## config.mk

```make
export PLATFORM = sky130hd
export DESIGN_NAME = piso_serializer
export DESIGN_NICKNAME = d
export VERILOG_FILES = /design/src/rtl/piso_serializer.sv
export SDC_FILE = /design/constraint.sdc
export NUM_CORES = 1
export LEC_CHECK = 0
export CAP_MARGIN = 0
export CORE_MARGIN = 10
export CORE_UTILIZATION = 55
export CTS_BUF_LIST = sky130_fd_sc_hd__clkbuf_8
export CTS_CLUSTER_SIZE = 16
export DETAILED_ROUTE_END_ITERATION = 12
export PLACE_DENSITY = 0.92
export SETUP_SLACK_MARGIN = 0.02
export SYNTH_ARGS = -nofsm -noshare
export SYNTH_HDL_FRONTEND = slang
export SYNTH_SLANG_ARGS = --single-unit
```

## constraint.sdc

```tcl
create_clock -name clock -period 2.3 [get_ports clock]
set_input_delay 0.46 -clock clock [delete_from_list [all_inputs] [get_ports clock]]
set_output_delay 0.46 -clock clock [all_outputs]
set_load 0.01 [all_outputs]
```

## src/rtl/piso_serializer.sv

```systemverilog
// Parallel-in serial-out shifter with a valid/ready word input and a framed bit stream output.
// A new word can be taken on the last-bit cycle, so back-to-back words leave no gap on dout.
module piso_serializer #(
  parameter int WIDTH     = 8,
  parameter bit MSB_FIRST = 1'b1
) (
  input  logic             clock,
  input  logic             reset_n,
  input  logic [WIDTH-1:0] din,
  input  logic             din_valid,
  output logic             din_ready,
  output logic             dout,
  output logic             dout_valid,
  output logic             frame_start,
  output logic             done
);

  localparam int CW = (WIDTH > 1) ? $clog2(WIDTH) : 1;
  localparam logic [CW-1:0] LAST = CW'(WIDTH - 1);

  typedef enum logic {
    IDLE,
    SHIFT
  } state_e;

  state_e           state_q, state_d;
  logic [WIDTH-1:0] shreg_q, shreg_d;
  logic [CW-1:0]    count_q, count_d;
  logic             lastBit;
  logic             accept;

  // Ready is gated by reset_n so nothing upstream sees a handshake during reset.
  always_comb begin
    lastBit   = (state_q == SHIFT) && (count_q == LAST);
    din_ready = reset_n && ((state_q == IDLE) || lastBit);
    accept    = din_valid && din_ready;
  end

  always_comb begin
    state_d = state_q;
    shreg_d = shreg_q;
    count_d = count_q;
    case (state_q)
      IDLE: begin
        if (accept) begin
          state_d = SHIFT;
          shreg_d = din;
          count_d = '0;
        end
      end
      SHIFT: begin
        if (count_q == LAST) begin
          if (accept) begin
            shreg_d = din;
            count_d = '0;
          end else begin
            state_d = IDLE;
            shreg_d = '0;
            count_d = '0;
          end
        end else begin
          if (MSB_FIRST) begin
            shreg_d = {shreg_q[WIDTH-2:0], 1'b0};
          end else begin
            shreg_d = {1'b0, shreg_q[WIDTH-1:1]};
          end
          count_d = count_q + CW'(1);
        end
      end
      default: begin
        state_d = IDLE;
        shreg_d = '0;
        count_d = '0;
      end
    endcase
  end

  always_ff @(posedge clock) begin
    if (!reset_n) begin
      state_q <= IDLE;
      shreg_q <= '0;
      count_q <= '0;
    end else begin
      state_q <= state_d;
      shreg_q <= shreg_d;
      count_q <= count_d;
    end
  end

  // Outputs decode registered state only, so they go quiet on the reset edge.
  always_comb begin
    dout        = 1'b0;
    dout_valid  = 1'b0;
    frame_start = 1'b0;
    done        = 1'b0;
    if (state_q == SHIFT) begin
      dout        = MSB_FIRST ? shreg_q[WIDTH-1] : shreg_q[0];
      dout_valid  = 1'b1;
      frame_start = (count_q == '0);
      done        = (count_q == LAST);
    end
  end

endmodule

```

After elaboration in Yosys (flattened, before gate mapping)
Cells that the tools add are included.
{"block": "word_totals", "elab_cells": 26, "input_bits": 11, "out_inout_bits": 5, "ff_bits": 12}
{"block": "classes", "n_mux": 14, "n_bitwise": 1, "n_addsub": 1, "eq_ne": 2, "reduce_logical": 5}
{"cell": "$mux 8", "n": 3}
{"cell": "$pmux 8 s2", "n": 1}
{"cell": "$mux 1", "n": 6}
{"cell": "$mux 3", "n": 2}
{"cell": "$pmux 3 s2", "n": 1}
{"cell": "$add 3x1->3 const B", "n": 1}
{"cell": "$eq 3x3->1 const B", "n": 1}
{"cell": "$logic_and 1x1->1", "n": 3}
{"cell": "$logic_not 3->1", "n": 1}
{"cell": "$ne 2x2->1 const B", "n": 1}
{"cell": "$pmux 1 s2", "n": 1}
{"cell": "$logic_or 1x1->1", "n": 1}
{"cell": "$not 1->1", "n": 1}

Longest topological paths before layout
{"block": "depth", "ltp_word": 8, "ltp_mapped": 6, "depth_no_buf": 5}

Worst setup path before layout
No wires, ideal clock.
{"block": "synth_path", "kind": "register to output", "from": "register count_q[0]", "to": "output din_ready", "required_time_ns": 1.840, "path_slack_ns": 0.696, "path_buffers": 1, "arrival_time_ns": 1.144, "stages_incl_launch_ff": 6, "cell_sequence": "dfxtp_1 -> ha_1 -> ha_1 -> and2b_1 -> buf_6 -> nor2b_1"}
{"block": "synth_between", "elab_chain_len": 4}
{"item": "from (decl)", "line_no": "28", "source": "logic [CW-1:0] count_q, count_d;"}
{"item": "from (signal assigned)", "line_no": "86", "source": "count_q <= count_d;"}
{"item": "$eq 3x3->1", "line_no": "34", "source": "lastBit = (state_q == SHIFT) && (count_q == LAST);"}
{"item": "$logic_and 1x1->1", "line_no": "34"}
{"item": "$logic_or 1x1->1", "line_no": "35", "source": "din_ready = reset_n && ((state_q == IDLE) || lastBit);"}
{"item": "$logic_and 1x1->1", "line_no": "35"}
{"item": "to (decl)", "line_no": "11", "source": "output logic din_ready,"}
No other way between the ends.

Worst setup path after layout
{"block": "layout_path", "from": "register count_q[0]", "to": "output done"}
{"block": "layout_between", "elab_chain_len": 2}
{"item": "$eq 3x3->1", "line_no": "100", "source": "done = (count_q == LAST);"}
{"item": "$mux 1", "line_no": "96", "source": "if (state_q == SHIFT) begin"}
{"item": "to (decl)", "line_no": "15", "source": "output logic done"}
No other way between the ends.

==> impl_metrics.toml <==
[layout]
drive_above_1_share = 0.258
multiInputGateArea_um2 = 427
regArea_um2 = 240
fin_nets = 105
nFillCells = 84
diodes = 0
finish.instance_area_um2 = 912
post-route-util = 0.779
synthToLayoutAreaGrowth_pct = 26.3

[drt]
wl_um = 1730
firstDrtPassIters = 4
drcViolationCount = 0
via_count = 634
antenna_left = 0
vias_per_cell = 6.16
drtIter0Drc = 15
wl_per_cell_um = 16.8

[floorplanning]
core_um2 = 1170
io_pins = 16
dieArea_um2 = 3160
initial_core_util = 0.616
placementRows = 12
chipWidth_um = 56.2
dieHeight_um = 56.2

[clock_tree]
clock-sinks = 12
clk_latency_ps = 240
cts_setup_buffers = 0
cts-htree-levels = 1
clk_pin_slew_ps = 50
tritoncts = "done"
clk_root_buffer_cell = "clkbuf_8"
postCtsHoldBufs = 0
ctsLongestPathBuffers = 2
cts_buffers = 3

[critical_path]
r2r_start = "count_q[0]"
path_class = "reg -> out"
crit_path_max_incr_delay_ps = 530
critical_path.startpoint_type = "register"
path_buf_inv = 1
worst_setup_path_end_kind = "output pin"
slowest_stage = "clkdlybuf4s50_1"
r2r_slack_ps = 810
timing.rr.end = "shreg_q[3]"
crit_top_cell = "ha_1"
crit_path_max_fanout = 4
arrival_ps = 1630
crit_chain = "ha_1 > ha_1 > and2_1 > clkdlybuf4s50_1"
crit_required_ps = 1840
reg2regPathDepth = 6
cpLargestDelayFamily = "buffers and inverters"

[sta]
slew_headroom = 0.718
skew_ps = 4.39
hold_viol = 0
post-route-min-period_ps = 2090
setup_ws_ps = 209
worst_pin_slew_ps = 422
setup-tns-final_ps = 0
slew_violations = 0
fin_crit_sh = 0.909
timing.fmax_mhz = 478
rsz0062_at_grt = "false"
setup_viol = 0

[synthesis]
synth_commonest_cells = "dfxtp_1, a21oi_2, a22oi_2, o21bai_1, o31ai_1"
syn_inst = 73
synth-seq-cells = 12
async_flop_share = 0
netlist_area_um2 = 722
syn_nets = 87
synth_cell_types = 26
synth_area_leaders = "dfxtp_1, a22oi_2, a21oi_2"
syn_avg_cell_area_um2 = 9.89
ys_warn_count = 0
synthFlopType = "dfxtp_1"
seq_area_frac_synth = 0.333
synth_top_area_share = 0.333
yosysTopAreaCell = "dfxtp_1"
synth_edf_count = 0
synth.most_common_cell = "dfxtp_1"

[job]
cap_violations = 0

[global_route]
grt_pass1_vias = 654
gr-usage-all-layers = 0.111
grt_overflow = 0
antenna_found_initial = 0
grt_pass1_wl_um = 2820
grt_start_max_net_pins = 17

[hold_path]
whs_path_depth = 2
hp-class = "reg -> reg"
holdPathEnd = "shreg_q[4]"
hold_start = "shreg_q[3]"

[placement]
place_area_um2 = 872
place_hpwl_um = 1250
place_ws_ps = 187
place_congestion = 0.755
io_buffers = 15

[pwr]
peakVddDrop_mv = 0.398
p_per_area_nw_per_um2 = 584
total_leakage_power_nw = 0.333

[run_status]
status = "complete, no violations"
cells in the final DEF (no fill, tap or decap):
master,count
and3_1,1
inv_1,1
buf_4,4
nor2b_1,3
dfxtp_1,12
a21boi_1,1
o31ai_1,7
a21oi_1,2
nor3b_1,2
a22oi_2,7
and2_1,3
a21oi_2,7
nand3_1,1
clkbuf_8,3
ha_1,3
nand2_2,1
o21ai_1,1
o21a_1,1
dlygate4sd2_1,1
nor2_1,1
o21bai_1,7
nand2_1,2
mux2i_1,1
clkdlybuf4s50_1,14
inv_2,1
or3_1,1
and2b_1,1
layer usage:
metal | track usage | vias up | wire length, um
li1 | - | 302 | -
met1 | 0.102 | 290 | 661
met2 | 0.175 | 32 | 837
met3 | 0.0638 | 10 | 153
met4 | 0.0887 | 0 | 82
met5 | 0 | - | 0
layout make-up:
type,instances,share of cell area
inverter,2,0.00823
timing repair buffer,19,0.196
tap,14,0.0192
multi-input combinational,53,0.468
clock buffer,3,0.0453
sequential,12,0.263
per-stage QoR:
step | std cells | power, mW | hold WS, ps
2_1_floorplan | 73 | 0.299 | 490
3_3_place_gp | 100 | 0.339 | 507
3_5_place_dp | 100 | 0.343 | 527
4_1_cts | 103 | 0.532 | 544
5_1_grt | 103 | 0.555 | 569
6_report | 103 | 0.533 | 541
state kept, by name (all words and copies together) (netlist names):
register  cells
count_q       3
state_q       1
shreg_q       8
worst max path at each step:
stage / cells past startpoint / from / slack [ps] / endpoint
6_report: 4 / count_q[0] / 210 / done
5_1_grt: 4 / count_q[0] / 130 / done
4_1_cts: 4 / count_q[0] / 190 / done
3_5_place_dp: 3 / reset_n / 190 / din_ready
3_3_place_gp: 3 / reset_n / 210 / din_ready
2_1_floorplan: 5 / count_q[0] / 700 / din_ready
worst reg2reg max path, cell delays in order, from the launching register on:
cell and delay (ps):
dfxtp_1 350, ha_1 160, ha_1 190, and2b_1 200, buf_4 180, a22oi_2 210, a21oi_2 70
kinds of logic after synthesis:
logic type	synth area share
flops	0.333
mux	0.0139
compound gates	0.393
fa+ha+maj	0.0520
simple gates	0.132
buf+inv	0.0762
power by group:
part           total, mW  internal, mW  switching [mW]  leakage, nW
Combinational      0.104        0.0548          0.0496        0.213
Sequential         0.234         0.223          0.0114       0.0992
Clock              0.194         0.116          0.0787       0.0216
Total              0.533         0.393           0.140        0.333
repair_timing:
item / 4_1_cts / 5_1_grt
setup endpoints to repair: 1 / 0
hold endpoints to repair: 0 / 0
gates resized for setup: 1 / 0
(Power assumes the default switching activity.)
